## config.mk

```make
export PLATFORM = sky130hd
export DESIGN_NAME = multicycle_ctrl
export DESIGN_NICKNAME = d
export VERILOG_FILES = /design/src/rtl/ctrl_pkg.sv /design/src/rtl/multicycle_ctrl_op_class.sv /design/src/rtl/multicycle_ctrl.sv
export SDC_FILE = /design/constraint.sdc
export NUM_CORES = 1
export LEC_CHECK = 0
export ABC_CLOCK_PERIOD_IN_PS = 2500
export CAP_MARGIN = 10
export CORE_MARGIN = 3
export CORE_UTILIZATION = 44
export CTS_CLUSTER_SIZE = 10
export DETAILED_ROUTE_END_ITERATION = 6
export GPL_ROUTABILITY_DRIVEN = 0
export PLACE_DENSITY = 0.76
export SLEW_MARGIN = 30
export SYNTH_ARGS = -nofsm -noshare
export SYNTH_HDL_FRONTEND = slang
export SYNTH_SLANG_ARGS = --single-unit
```

## constraint.sdc

```tcl
create_clock -name clk_i -period 2.5 [get_ports clk_i]
set_input_delay 0.5 -clock clk_i [delete_from_list [all_inputs] [get_ports clk_i]]
set_output_delay 0.5 -clock clk_i [all_outputs]
set_load 0.005 [all_outputs]
```

## src/rtl/ctrl_pkg.sv

```systemverilog
// Shared encodings for the multicycle controller:
// opcodes, FSM state codes, opcode classes and ALU op codes.
package ctrl_pkg;

    typedef enum logic [2:0] {
        S_FETCH  = 3'd0,
        S_DECODE = 3'd1,
        S_EXEC   = 3'd2,
        S_MEM    = 3'd3,
        S_WB     = 3'd4
    } state_e;

    localparam logic [5:0] OP_R    = 6'b000000;
    localparam logic [5:0] OP_BEQ  = 6'b000100;
    localparam logic [5:0] OP_BNE  = 6'b000101;
    localparam logic [5:0] OP_ADDI = 6'b001000;
    localparam logic [5:0] OP_SLTI = 6'b001010;
    localparam logic [5:0] OP_LUI  = 6'b001111;
    localparam logic [5:0] OP_ORI  = 6'b001101;
    localparam logic [5:0] OP_LW   = 6'b100011;
    localparam logic [5:0] OP_SW   = 6'b101011;
    localparam logic [5:0] OP_J    = 6'b000010;
    localparam logic [5:0] OP_JAL  = 6'b000011;
    localparam logic [5:0] FN_JR   = 6'b001000;

    // One-hot opcode class bit positions
    localparam int C_R    = 0;
    localparam int C_JR   = 1;
    localparam int C_BEQ  = 2;
    localparam int C_BNE  = 3;
    localparam int C_ADDI = 4;
    localparam int C_SLTI = 5;
    localparam int C_LUI  = 6;
    localparam int C_ORI  = 7;
    localparam int C_LW   = 8;
    localparam int C_SW   = 9;
    localparam int C_J    = 10;
    localparam int C_JAL  = 11;
    localparam int CLS_W  = 12;

    localparam logic [2:0] ALU_ADD = 3'b100;
    localparam logic [2:0] ALU_R   = 3'b010;
    localparam logic [2:0] ALU_BR  = 3'b001;
    localparam logic [2:0] ALU_SLT = 3'b101;
    localparam logic [2:0] ALU_LUI = 3'b110;
    localparam logic [2:0] ALU_ORI = 3'b111;

endpackage

```

## src/rtl/multicycle_ctrl_op_class.sv

```systemverilog
// Combinational opcode classifier: one-hot class plus illegal flag.
// jr is split out of R-type by its funct field.
module op_class
    import ctrl_pkg::*;
#(
    parameter int EN_JAL = 1
) (
    input  logic [5:0]       op_i,
    input  logic [5:0]       funct_i,
    output logic [CLS_W-1:0] cls_o,
    output logic             illegal_o
);

    always_comb begin
        cls_o = '0;
        case (op_i)
            OP_R: begin
                if (funct_i == FN_JR) cls_o[C_JR] = 1'b1;
                else                  cls_o[C_R]  = 1'b1;
            end
            OP_BEQ:  cls_o[C_BEQ]  = 1'b1;
            OP_BNE:  cls_o[C_BNE]  = 1'b1;
            OP_ADDI: cls_o[C_ADDI] = 1'b1;
            OP_SLTI: cls_o[C_SLTI] = 1'b1;
            OP_LUI:  cls_o[C_LUI]  = 1'b1;
            OP_ORI:  cls_o[C_ORI]  = 1'b1;
            OP_LW:   cls_o[C_LW]   = 1'b1;
            OP_SW:   cls_o[C_SW]   = 1'b1;
            OP_J:    cls_o[C_J]    = 1'b1;
            OP_JAL:  cls_o[C_JAL]  = (EN_JAL != 0);
            default: cls_o = '0;
        endcase
        illegal_o = ~|cls_o;
    end

endmodule

```

## src/rtl/multicycle_ctrl.sv

```systemverilog
// Multicycle MIPS-style control FSM (FETCH/DECODE/EXEC/MEM/WB)
// with retire pulse, illegal-opcode pulse and retired-instruction counter.
module multicycle_ctrl
    import ctrl_pkg::*;
#(
    parameter int ALUOP_W = 3,
    parameter int EN_JAL  = 1,
    parameter int CNT_W   = 32
) (
    input  logic               clk_i,
    input  logic               rst_i,
    input  logic [5:0]         instr_op_i,
    input  logic [5:0]         funct_i,
    input  logic               zero_i,
    input  logic               mem_ready_i,
    output logic               PCWrite_o,
    output logic               IRWrite_o,
    output logic               IorD_o,
    output logic               MemRead_o,
    output logic               MemWrite_o,
    output logic               RegWrite_o,
    output logic               ALUSrcA_o,
    output logic [1:0]         PCSrc_o,
    output logic [1:0]         RegDst_o,
    output logic [1:0]         MemtoReg_o,
    output logic [1:0]         ALUSrcB_o,
    output logic [ALUOP_W-1:0] ALU_op_o,
    output logic [2:0]         state_o,
    output logic               done_o,
    output logic               illegal_o,
    output logic [CNT_W-1:0]   instr_cnt_o
);

    state_e             state_q, state_d;
    logic [5:0]         op_q, op_d;
    logic [5:0]         fn_q, fn_d;
    logic [CNT_W-1:0]   cnt_q;
    logic               done_q, done_d;

    logic [5:0]         cls_op, cls_fn;
    logic [CLS_W-1:0]   cls;
    logic               cls_ill;

    logic       pc_wr, ir_wr, iord, mem_rd, mem_wr, reg_wr, src_a, ill;
    logic [1:0] pc_src, reg_dst, mtr, src_b;
    logic [2:0] alu;

    // DECODE classifies the live IR; later states use the latched copy
    assign cls_op = (state_q == S_DECODE) ? instr_op_i : op_q;
    assign cls_fn = (state_q == S_DECODE) ? funct_i    : fn_q;

    op_class #(.EN_JAL(EN_JAL)) u_op_class (
        .op_i      (cls_op),
        .funct_i   (cls_fn),
        .cls_o     (cls),
        .illegal_o (cls_ill)
    );

    always_comb begin
        state_d = S_FETCH;
        op_d    = op_q;
        fn_d    = fn_q;
        done_d  = 1'b0;
        ill     = 1'b0;
        pc_wr   = 1'b0;
        ir_wr   = 1'b0;
        iord    = 1'b0;
        mem_rd  = 1'b0;
        mem_wr  = 1'b0;
        reg_wr  = 1'b0;
        src_a   = 1'b0;
        pc_src  = 2'b00;
        reg_dst = 2'b00;
        mtr     = 2'b00;
        src_b   = 2'b00;
        alu     = ALU_ADD;
        case (state_q)
            S_FETCH: begin
                mem_rd  = 1'b1;
                src_b   = 2'b01;
                pc_wr   = mem_ready_i;
                ir_wr   = mem_ready_i;
                state_d = mem_ready_i ? S_DECODE : S_FETCH;
            end
            S_DECODE: begin
                op_d  = instr_op_i;
                fn_d  = funct_i;
                src_b = 2'b11;
                if (cls[C_J] || cls[C_JAL]) begin
                    pc_wr  = 1'b1;
                    pc_src = 2'b10;
                    done_d = 1'b1;
                    if (cls[C_JAL]) begin
                        reg_wr  = 1'b1;
                        reg_dst = 2'b10;
                        mtr     = 2'b10;
                    end
                end else if (cls[C_JR]) begin
                    pc_wr  = 1'b1;
                    pc_src = 2'b11;
                    done_d = 1'b1;
                end else if (cls_ill) begin
                    ill = 1'b1;
                end else begin
                    state_d = S_EXEC;
                end
            end
            S_EXEC: begin
                src_a = 1'b1;
                unique case (1'b1)
                    cls[C_R]: begin
                        alu     = ALU_R;
                        state_d = S_WB;
                    end
                    cls[C_ADDI], cls[C_SLTI],
                    cls[C_LUI], cls[C_ORI]: begin
                        src_b   = 2'b10;
                        state_d = S_WB;
                        if (cls[C_SLTI]) alu = ALU_SLT;
                        if (cls[C_LUI])  alu = ALU_LUI;
                        if (cls[C_ORI])  alu = ALU_ORI;
                    end
                    cls[C_LW], cls[C_SW]: begin
                        src_b   = 2'b10;
                        state_d = S_MEM;
                    end
                    cls[C_BEQ], cls[C_BNE]: begin
                        alu    = ALU_BR;
                        pc_src = 2'b01;
                        pc_wr  = (cls[C_BEQ] & zero_i) | (cls[C_BNE] & ~zero_i);
                        done_d = 1'b1;
                    end
                    cls[C_J], cls[C_JAL], cls[C_JR], cls_ill: begin
                        state_d = S_FETCH;
                    end
                    default: state_d = S_FETCH;
                endcase
            end
            S_MEM: begin
                iord = 1'b1;
                if (cls[C_LW]) begin
                    mem_rd  = 1'b1;
                    state_d = mem_ready_i ? S_WB : S_MEM;
                end else if (cls[C_SW]) begin
                    mem_wr  = 1'b1;
                    done_d  = mem_ready_i;
                    state_d = mem_ready_i ? S_FETCH : S_MEM;
                end
            end
            S_WB: begin
                reg_wr  = 1'b1;
                reg_dst = cls[C_R]  ? 2'b01 : 2'b00;
                mtr     = cls[C_LW] ? 2'b01 : 2'b00;
                done_d  = 1'b1;
            end
            default: state_d = S_FETCH;
        endcase
    end

    always_ff @(posedge clk_i) begin
        if (!rst_i) begin
            state_q <= S_FETCH;
            op_q    <= '0;
            fn_q    <= '0;
            cnt_q   <= '0;
            done_q  <= 1'b0;
        end else begin
            state_q <= state_d;
            op_q    <= op_d;
            fn_q    <= fn_d;
            cnt_q   <= cnt_q + CNT_W'(done_d);
            done_q  <= done_d;
        end
    end

    // Reset masks every strobe immediately, not just after the edge
    assign PCWrite_o   = rst_i & pc_wr;
    assign IRWrite_o   = rst_i & ir_wr;
    assign IorD_o      = rst_i & iord;
    assign MemRead_o   = rst_i & mem_rd;
    assign MemWrite_o  = rst_i & mem_wr;
    assign RegWrite_o  = rst_i & reg_wr;
    assign ALUSrcA_o   = rst_i & src_a;
    assign PCSrc_o     = rst_i ? pc_src  : 2'b00;
    assign RegDst_o    = rst_i ? reg_dst : 2'b00;
    assign MemtoReg_o  = rst_i ? mtr     : 2'b00;
    assign ALUSrcB_o   = rst_i ? src_b   : 2'b00;
    assign ALU_op_o    = rst_i ? ALUOP_W'(alu) : '0;
    assign state_o     = state_q;
    assign done_o      = rst_i & done_q;
    assign illegal_o   = rst_i & ill;
    assign instr_cnt_o = cnt_q;

endmodule

```

# ---- Word-level counts from Yosys, hierarchy flattened
# Index checks and enable logic that the tools add are counted.
dict set report op_classes {
  n_reduce_logical 9
  bitwise_logic 13
  muxes 70
  add_sub_neg 1
  eq_ne 15
}
# operator n
set op_table {}
lappend op_table {{1-bit 2-to-1 mux} 36}
lappend op_table {{32-bit by 1-bit adder with 32-bit output} 1}
lappend op_table {{6-bit by 4-bit == test with 1-bit output, second input constant} 5}
lappend op_table {{2-bit 2-to-1 mux} 15}
lappend op_table {{3-bit 2-to-1 mux} 6}
lappend op_table {{6-bit by 2-bit == test with 1-bit output, second input constant} 2}
lappend op_table {{6-bit by 3-bit == test with 1-bit output, second input constant} 2}
lappend op_table {{6-bit == test, second input constant} 2}
lappend op_table {{6-bit 2-to-1 mux} 2}
lappend op_table {{2-bit case mux with 2 select lines} 3}
lappend op_table {{3-bit case mux with 4 select lines} 1}
lappend op_table {{12-bit OR reduction} 1}
lappend op_table {{1-bit AND} 11}
lappend op_table {{3-bit case mux with 3 select lines} 1}
lappend op_table {{3-bit by 2-bit == test with 1-bit output, second input constant} 2}
lappend op_table {{6-bit zero test} 1}
lappend op_table {{2-bit case mux with 3 select lines} 1}
lappend op_table {{3-bit case mux with 2 select lines} 1}
lappend op_table {{6-bit OR reduction} 1}
lappend op_table {{5-bit OR reduction} 1}
lappend op_table {{1-bit case mux with 2 select lines} 2}
lappend op_table {{1-bit case mux with 4 select lines} 1}
lappend op_table {{2-bit OR reduction} 2}
lappend op_table {{4-bit OR reduction} 1}
lappend op_table {{7 further kinds} 7}
dict set report word_totals {
  word_cells 113
  out_inout_bits 55
  input_bits 16
  regBits 48
}

# ---- Logic depth before layout (Yosys ltp)
# Gate-level depths: netlist of the first run.
dict set report logic_depth {
  depth_word 11
  ltp_mapped 10
  depth_no_buf 9
}

# ---- By module
# A second synthesis of the first run with hierarchy kept.
dict set report unflattened {
  cells_unflattened 323
  hier_area_um2 2651.3
}
# mod cells_per_inst area_per_inst_um2 instances seq_area_each_um2
set modules_own_cells {}
lappend modules_own_cells {multicycle_ctrl 287 2441.1 1 960.9}
lappend modules_own_cells {op_class 36 210.2 1 0.0}

# ---- Worst setup path after synthesis of the first run
# Ideal clock, no wire load.
dict set report synth_path {
  path_kind {register to register}
  from {reg state_q[0] (netlist: state_o[0])}
  to {reg cnt_q[23] (netlist: instr_cnt_o[23])}
  synth_period_minus_slack_ns 2.734
  slack_ns -0.234
  n_path_buf 1
  setup_ns 0.115
  path_stages_with_launch 11
  required_ns 2.385
  arrival_time_ns 2.620
  cell_sequence {dfxtp_1 or3b_1 buf_6 mux2i_1 o32a_1 o21ai_1 ha_1 nand4_4 nor4_1 xor2_1 and2_1}
}
dict set report synth_between {
  elab_chain_len 9
  elab_cells_between_ends 31
  classes_between {add/sub: 1; eq/ne: 11; mux: 16; reduce/logical: 3}
}
# element line
set synth_lines {}
lappend synth_lines {{start: declaration} multicycle_ctrl.sv:34} ;# state_e state_q, state_d;
lappend synth_lines {{start signal: assignment} multicycle_ctrl.sv:168} ;# state_q <= state_d;
lappend synth_lines {{3-bit by 1-bit == test with 1-bit output} {multicycle_ctrl.sv:49, multicycle_ctrl.sv:50, multicycle_ctrl.sv:77}}
lappend synth_lines {{6-bit 2-to-1 mux} n/a}
lappend synth_lines {{6-bit by 4-bit == test with 1-bit output} multicycle_ctrl_op_class.sv:18} ;# if (funct_i == FN_JR) cls_o[C_JR] = 1'b1;
lappend synth_lines {{1-bit 2-to-1 mux} multicycle_ctrl_op_class.sv:18}
lappend synth_lines {{2-bit 2-to-1 mux} multicycle_ctrl_op_class.sv:16} ;# case (op_i)
lappend synth_lines {{1-bit 2-to-1 mux} multicycle_ctrl.sv:98} ;# end else if (cls[C_JR]) begin
lappend synth_lines {{1-bit 2-to-1 mux} multicycle_ctrl.sv:89} ;# if (cls[C_J] || cls[C_JAL]) begin
lappend synth_lines {{1-bit case mux with 4 select lines (*)} multicycle_ctrl.sv:77} ;# case (state_q)
lappend synth_lines {{net done_d} multicycle_ctrl.sv:38} ;# logic done_q, done_d;
lappend synth_lines {{32-bit by 1-bit adder with 32-bit output (*)} multicycle_ctrl.sv:171} ;# cnt_q <= cnt_q + CNT_W'(done_d);
lappend synth_lines {{end signal: assignment} multicycle_ctrl.sv:171}
lappend synth_lines {{end: declaration} multicycle_ctrl.sv:37} ;# logic [CNT_W-1:0] cnt_q;
# Mark *: on every way through the listed nets, which the timed path passes. The rest lies on a longest branch.
# A chain may end at the register's enable or synchronous reset.

# ---- Worst setup path in the final report of the first run
dict set report layout_path {
  from {reg state_q[0] (netlist: state_o[0])}
  to {out ALU_op_o[2]}
}
dict set report layout_between {
  elab_chain_len 8
  elab_cells_between_ends 26
  classes_between {eq/ne: 9; mux: 14; reduce/logical: 3}
}
# element line
set layout_lines {}
lappend layout_lines {{3-bit by 1-bit == test with 1-bit output} {multicycle_ctrl.sv:49, multicycle_ctrl.sv:50}}
lappend layout_lines {{6-bit 2-to-1 mux} n/a}
lappend layout_lines {{6-bit by 4-bit == test with 1-bit output (tied with other cells)} multicycle_ctrl_op_class.sv:16}
lappend layout_lines {{1-bit 2-to-1 mux, on equally long branches} {multicycle_ctrl_op_class.sv:16, multicycle_ctrl_op_class.sv:18}}
lappend layout_lines {{4-bit OR reduction (tied with other cells)} n/a}
lappend layout_lines {{3-bit case mux with 3 select lines} multicycle_ctrl.sv:110} ;# unique case (1'b1)
lappend layout_lines {{3-bit 2-to-1 mux (*)} multicycle_ctrl.sv:77}
lappend layout_lines {{3-bit 2-to-1 mux (*)} multicycle_ctrl.sv:188} ;# assign ALU_op_o = rst_i ? ALUOP_W'(alu) : '0;
lappend layout_lines {{end: declaration} multicycle_ctrl.sv:27} ;# output logic [ALUOP_W-1:0] ALU_op_o,
# Every way passes the cells marked *; elsewhere a longest branch is shown, timed or not.

==> results of run 1 <==
==> stage by stage <==
step,instance area [µm²],setup slack [ps]
finish,4590,-262
detailed placement,3920,-601
CTS,4410,-215
global placement,3920,-586
global route,4590,-335
floorplan,2790,5.87
==> final cells by class <==
cell class / count / area (µm²) / area share
multi-input cells: 259 / 2110 / 0.460
clock inverters: 2 / 13.8 / 0.00300
flip-flops and latches: 48 / 967 / 0.211
repair buffers: 148 / 1310 / 0.285
clock buffers: 6 / 82.6 / 0.0180
well taps: 75 / 93.8 / 0.0205
inverters: 4 / 15.0 / 0.00327
==> registers in the layout, indices dropped and copies added (netlist names) <==
name         count
instr_cnt_o     32
fn_q             6
op_q             6
state_o          3
done_q           1
==> cells in the mapped netlist, types with 2 or more instances <==
library cell	n	area, µm²
dfxtp_1	48	961
nand2_1	43	161
and2_1	29	181
xnor2_1	14	123
clkbuf_1	13	48.8
nand3_1	13	65.1
nor2_1	13	48.8
xor2_1	13	114
nand2b_1	10	62.6
nor2b_1	10	62.6
mux2i_1	9	90.1
nand4_1	9	56.3
a21boi_0	8	60.1
a21oi_1	8	40.0
o21ai_0	8	40.0
and3_1	7	43.8
nor4_1	7	43.8
and4_1	5	43.8
nor3_1	5	25.0
nor3b_1	5	37.5
inv_1	4	15.0
and3b_1	3	26.3
a211o_1	2	17.5
a211oi_1	2	15.0
a31oi_1	2	12.5
buf_2	2	10.0
ha_1	2	25.0
nand4b_1	2	17.5
nor4b_1	2	17.5
or3_1	2	12.5
==> cells by family (layout without fill, tap and decap cells) <==
logic type	count (synthesis)	in the layout	share of synthesized area
flops	48	48	0.351
mux	10	10	0.0370
buf+inv	21	160	0.0338
simple gates	174	174	0.364
compound gates	46	46	0.119
xor+xnor	27	27	0.0864
fa+ha+maj	2	2	0.00914
==> layout by cell type, fill, tap and decap left out, drive strengths merged, types with 2 or more instances in the layout <==
cell / count
nand4: 10
nor4: 7
nand3: 13
nor2: 13
a31oi: 2
clkbuf: 7
nor4b: 2
a21oi: 9
nand2b: 10
xor2: 13
clkdlybuf4s50: 47
inv: 5
clkdlybuf4s15: 4
a211oi: 2
buf: 87
a21boi: 9
nand2: 43
and2: 29
and3: 7
and4: 5
o21ai: 10
dfxtp: 48
nor3: 6
dlygate4sd2: 8
ha: 2
or3: 2
a211o: 2
nand4b: 2
nor2b: 10
mux2i: 9
xnor2: 14
and3b: 3
nor3b: 5
==> where the power goes <==
group | internal (mW) | switching [mW] | total [mW] | leakage [nW]
clock network | 0.227 | 0.279 | 0.506 | 0.0516
logic | 0.234 | 0.208 | 0.443 | 1.66
registers | 0.780 | 0.0117 | 0.792 | 0.390
total | 1.24 | 0.499 | 1.74 | 2.10
==> repair_timing <==
item                                    in CTS  in global routing
pin swaps                                   27                 25
endpoints found under the setup margin      49                 45
setup buffers                               18                  6
gates resized for setup                    118                 36
==> critical path: cells and delay by family (launching register included) <==
kind | cells | cell delay, ps
AND/OR/NAND/NOR | 2 | 1000
flip-flops | 1 | 370
AO/OA/AOI/OAI | 2 | 330
buffers and inverters | 2 | 250
==> routing by layer <==
| metal | vias to the layer above | track usage |
|---|---|---|
| met3 | 33 | 0.0456 |
| met2 | 151 | 0.436 |
| li1 | 1432 | - |
| met5 | - | 0 |
| met4 | 0 | 0.0705 |
| met1 | 1471 | 0.281 |
==> worst min-delay path by stage <==
stage | startpoint | to | slack (ps)
after detailed placement | fn_q[0]$_SDFF_PN0_ | fn_q[0]$_SDFF_PN0_ | 450
after CTS | fn_q[0]$_SDFF_PN0_ | fn_q[0]$_SDFF_PN0_ | 470
after global placement | fn_q[1]$_SDFF_PN0_ | fn_q[1]$_SDFF_PN0_ | 450
after floorplan | fn_q[0]$_SDFF_PN0_ | fn_q[0]$_SDFF_PN0_ | 440
after global routing | instr_cnt_o[31]$_SDFF_PN0_ | instr_cnt_o[31]$_SDFF_PN0_ | 500
final | fn_q[0]$_SDFF_PN0_ | fn_q[0]$_SDFF_PN0_ | 470
==> impl_metrics.toml, run 1 <==
[route]
wl_met3_um = 630
wl_met2_um = 4800
drtPass1Iterations = 5
drtIter0Drc = 227
post_drt_wl_per_cell_um = 17.1
via_per_inst = 5.70
ant_nets = 0
drcViolationCount = 0
top_layer = "met4"
num_vias = 3087
wl_met1_um = 3590
wirelength_um = 9270

[floorplan]
start_util = 0.457
chipHeight_um = 84.9
core_area_mm2 = 0.00599
io_pins = 71
die-area_mm2 = 0.00720
die_x_um = 84.9
num_rows = 28

[layout]
post-route-util = 0.766
syn2layout_area_growth_pct = 67.6
fill_cells = 400
drive_above_1_share = 0.353
finalNetCount = 484
final_cells = 542
n_antenna_cell = 0

[critical_path]
crit_type = "flop to output pin"
cp-start-kind = "flop"
critPathMaxFanout = 3
slowest_stage = "or4_4"
critPathLaunch = "state_o[0]$_SDFF_PN0_"
required_ps = 2000
reg2reg_depth = 12
r2r-end = "instr_cnt_o[15]$_SDFF_PN0_"
critPathCapture = "ALU_op_o[2]"
rrSetupSlack_ps = -210
slowest_delay_ps = 600
cp_cell_sequence = "or3b_4, or4_4, o22ai_4, buf_6, o31a_1, buf_2"
endpoint_kind = "output pin"
r2r_start = "state_o[0]$_SDFF_PN0_"
cp_data_arrival_time_ps = 2260

[clock_tree]
cts-root-buf = "clkbuf_8"
clockBufferDepth = 2
h-tree-depth = 2
clk_latency_ps = 300
cts_buffers = 5
clk_pin_slew_ps = 90
cts_num_sinks = 48
cts_tree = "yes"
cts_hold_buf = 0

[timing]
max_freq_mhz = 362
fin_ws_ps = -262
slew_headroom = 0.477
period_minus_slack_ps = 2760
rsz0062_at_grt = "yes"
maxSlewViolCount = 0
holdWs_ps = 468
tightest_slew_ps = 782
finalHoldViolations = 0
fin_crit_sh = 1.10
tns_ps = -5500
setup_viol = 37
skew_ps = 5.20

[pwr]
p_per_area_mw_per_mm2 = 379
p_leak_nw = 2.10
power_mw = 1.74
ir_worst_vdd_v = 0.000257

[logic_synthesis]
synth_edf_count = 0
syn-instance-count = 328
syn_avg_cell_area_um2 = 8.35
async_flop_share = 0
ys_dominant_reg_cell = "dfxtp_1"
yosysWarnings = 0
syn_area_mm2 = 0.00274
ys_types = 58
synth_nets = 346
seq_area_frac_synth = 0.351
ys_seq_elements = 48

[grt]
grt_util_all_layers = 0.238
grt_max_degree = 30
grt_overflow_total = 0
grt_pass1_vias = 2893
grt_pass1_wl_um = 14000
antenna_found_initial = 0

[place]
dp.cells = 510
io_buffer_count = 70
dpl.hpwl_um = 5680

[status]
status = "finished, violations left"
violations = "setup timing"

[hold_path]
min_path_cells = 2
hold_path_class = "flop to flop"

[run]
drv_cap = 0
(Power assumes the default switching activity.)
==> inputs of run 2 (changes only) <==
Settings changed: CAP_MARGIN 10 to 20, REMOVE_ABC_BUFFERS set to 1.
==> run 2 against run 1 <==
- the run still ends with setup timing left
- combinational power grew 4.5%
- utilization increased by 1.6 points
- via count increased by 0.62%
- clock skew decreased by 1.4 ps
- non-clock buffer count up 15
- sequential cell count stayed put
- critical path type is now flop to flop
- highest routed layer unchanged
==> impl_metrics.toml, run 2 (same netlist as run 1, synthesis figures left out) <==
[place]
io_buffer_count = 70
pre_cts_ws_ps = -666
dpl.hpwl_um = 5540

[timing]
skew_ps = 3.84
tightest_slew_ps = 528
period_minus_slack_ps = 2760
fin_ws_ps = -265
setup_viol = 35
rsz0062_at_grt = "yes"
fin_crit_sh = 1.11
maxSlewViolCount = 0
finalHoldViolations = 0
slew_headroom = 0.647
max_freq_mhz = 362

[layout]
drive_above_1_share = 0.380
finalNetCount = 499
syn2layout_area_growth_pct = 71.2
n_antenna_cell = 0
largest_reg_flops = 32
post-route-util = 0.782
layout_common_cells = "75 x buf_4, 45 x dfxtp_1, 43 x clkdlybuf4s50_1"
fill_cells = 375
multi_input_area_mm2 = 0.00208
final_common_cell = "buf_4"
regArea_um2 = 965

[critical_path]
cp-start-kind = "flop"
required_ps = 2730
r2r_start = "state_o[1]$_SDFF_PN0_"
critPathBufInv = 4
cp_data_arrival_time_ps = 3000
r2r-end = "instr_cnt_o[11]$_SDFF_PN0_"
endpoint_kind = "flop"
crit_type = "flop to flop"
reg2reg_depth = 12
rrSetupSlack_ps = -260
slowest_stage = "or3b_4"
cp_cell_sequence = "or3b_4, buf_6, mux2i_2, buf_4, o32a_1, o21ai_4, ha_4, nand4_4, buf_4, buf_6, or3_1, a21boi_1"
slowest_delay_ps = 420
crit_family = "simple AND/OR/NAND/NOR gates"
critPathMaxFanout = 6

[pwr]
p_per_area_mw_per_mm2 = 398
clkPwrFrac = 0.326
p_leak_nw = 2.06
ir_worst_vdd_v = 0.000251
p_sw_frac = 0.262
comb_power_share = 0.248
power.switching_mw = 0.489
seqPwrFrac = 0.426
p_int_mw = 1.38

[hold_path]
hold_path_class = "flop to flop"
min_path_cells = 2
worstHoldStart = "fn_q[1]$_SDFF_PN0_"
min_to = "fn_q[1]$_SDFF_PN0_"

[route]
drtIter0Drc = 139
drtPass1Iterations = 5
wirelength_um = 9410
ant_nets = 0
drcViolationCount = 0
post_drt_wl_per_cell_um = 16.9
via_per_inst = 5.58
num_vias = 3106

[grt]
grt_overflow_total = 0
grt_pass1_vias = 2951
grt_util_all_layers = 0.232
grt_pass1_wl_um = 13700
antenna_found_initial = 0
grt_max_degree = 51

[clock_tree]
h-tree-depth = 2
clk_latency_ps = 300
clockBufferDepth = 2
cts-root-buf = "clkbuf_8"
cts_num_sinks = 48
cts_buffers = 5
cts_tree = "yes"
clk_pin_slew_ps = 90

[status]
status = "finished, violations left"
violations = "setup timing"

[floorplan]
die_x_um = 84.9
core_area_mm2 = 0.00599
io_pins = 71
num_rows = 28
die-area_mm2 = 0.00720
start_util = 0.457
chipHeight_um = 84.9

[run]
drv_cap = 0
run 2: cell types whose count changed in the layout (fill, tap and decap cells not counted), sizes merged, moves of 2 or more:
cell	before	now
buf	87	102
clkdlybuf4s50	47	43
clkbuf	7	10
dlygate4sd2	8	11
clkdlybuf4s15	4	2
run 2: cell type report:
cell class / instances / area share
clock buffers: 7 / 0.0206
multi-input cells: 259 / 0.445
repair buffers: 163 / 0.299
clock inverters: 1 / 0.00641
inverters: 4 / 0.00320
flip-flops and latches: 48 / 0.206
well taps: 75 / 0.0200
run 2: timing repair:
| action | in CTS | in global routing |
|---|---|---|
| buffers inserted | 21 | 17 |
| hold buffers | 0 | 0 |
| endpoints found under the setup margin | 45 | 44 |
| gates cloned | 0 | 0 |
| endpoints found under the hold margin | 0 | 0 |
| gates resized for setup | 118 | 50 |
| pin swaps | 30 | 30 |
run 2: routing by layer:
metal | track usage | part of all wire | vias up | wire [µm]
met5 | 0 | 0 | - | 0
met4 | 0.0719 | 0.034 | 0 | 322
met3 | 0.0417 | 0.065 | 33 | 612
met2 | 0.408 | 0.49 | 145 | 4630
met1 | 0.287 | 0.41 | 1474 | 3840
li1 | - | - | 1454 | -
run 2: through the flow:
stage	std cells	hold slack, ps	cell area [µm²]	TNS (ps)	total power, mW
after floorplan	311	438	2660	-13340	0.933
after global placement	512	449	3880	-19110	1.12
after detailed placement	512	457	3880	-20860	1.12
after CTS	541	475	4380	-2560	1.79
after global routing	557	496	4690	-8580	1.94
final	557	473	4690	-4880	1.87
run 2: worst reg2reg max path, delay by kind of cell, from the launching register on:
kind / cells / cell delay (ps)
buffers and inverters: 4 / 600
muxes: 1 / 150
AOI/OAI and AO/OA: 3 / 580
adders and majority gates: 1 / 170
and+or+nand+nor: 3 / 880
DFF: 1 / 330
run 2: worst max path at each step:
stage | startpoint | endpoint | slack, ps | cells past startpoint
global placement | instr_op_i[3] | ALUSrcB_o[1] | -610 | 7
CTS | state_o[1]$_SDFF_PN0_ | ALUSrcB_o[1] | -180 | 7
global route | state_o[0]$_SDFF_PN0_ | instr_cnt_o[25]$_SDFF_PN0_ | -350 | 12
finish | state_o[1]$_SDFF_PN0_ | instr_cnt_o[11]$_SDFF_PN0_ | -260 | 12
detailed placement | instr_op_i[3] | ALU_op_o[2] | -670 | 7
floorplan | state_o[0]$_SDFF_PN0_ | illegal_o | -690 | 5
run 2: power by group through the flow:
stage | clock [mW] | sequential (mW) | combinational, mW
2_1_floorplan | 0 | 0.814 | 0.119
3_3_place_gp | 0 | 0.806 | 0.310
3_5_place_dp | 0 | 0.806 | 0.315
4_1_cts | 0.618 | 0.790 | 0.386
5_1_grt | 0.649 | 0.796 | 0.490
6_report | 0.609 | 0.794 | 0.463
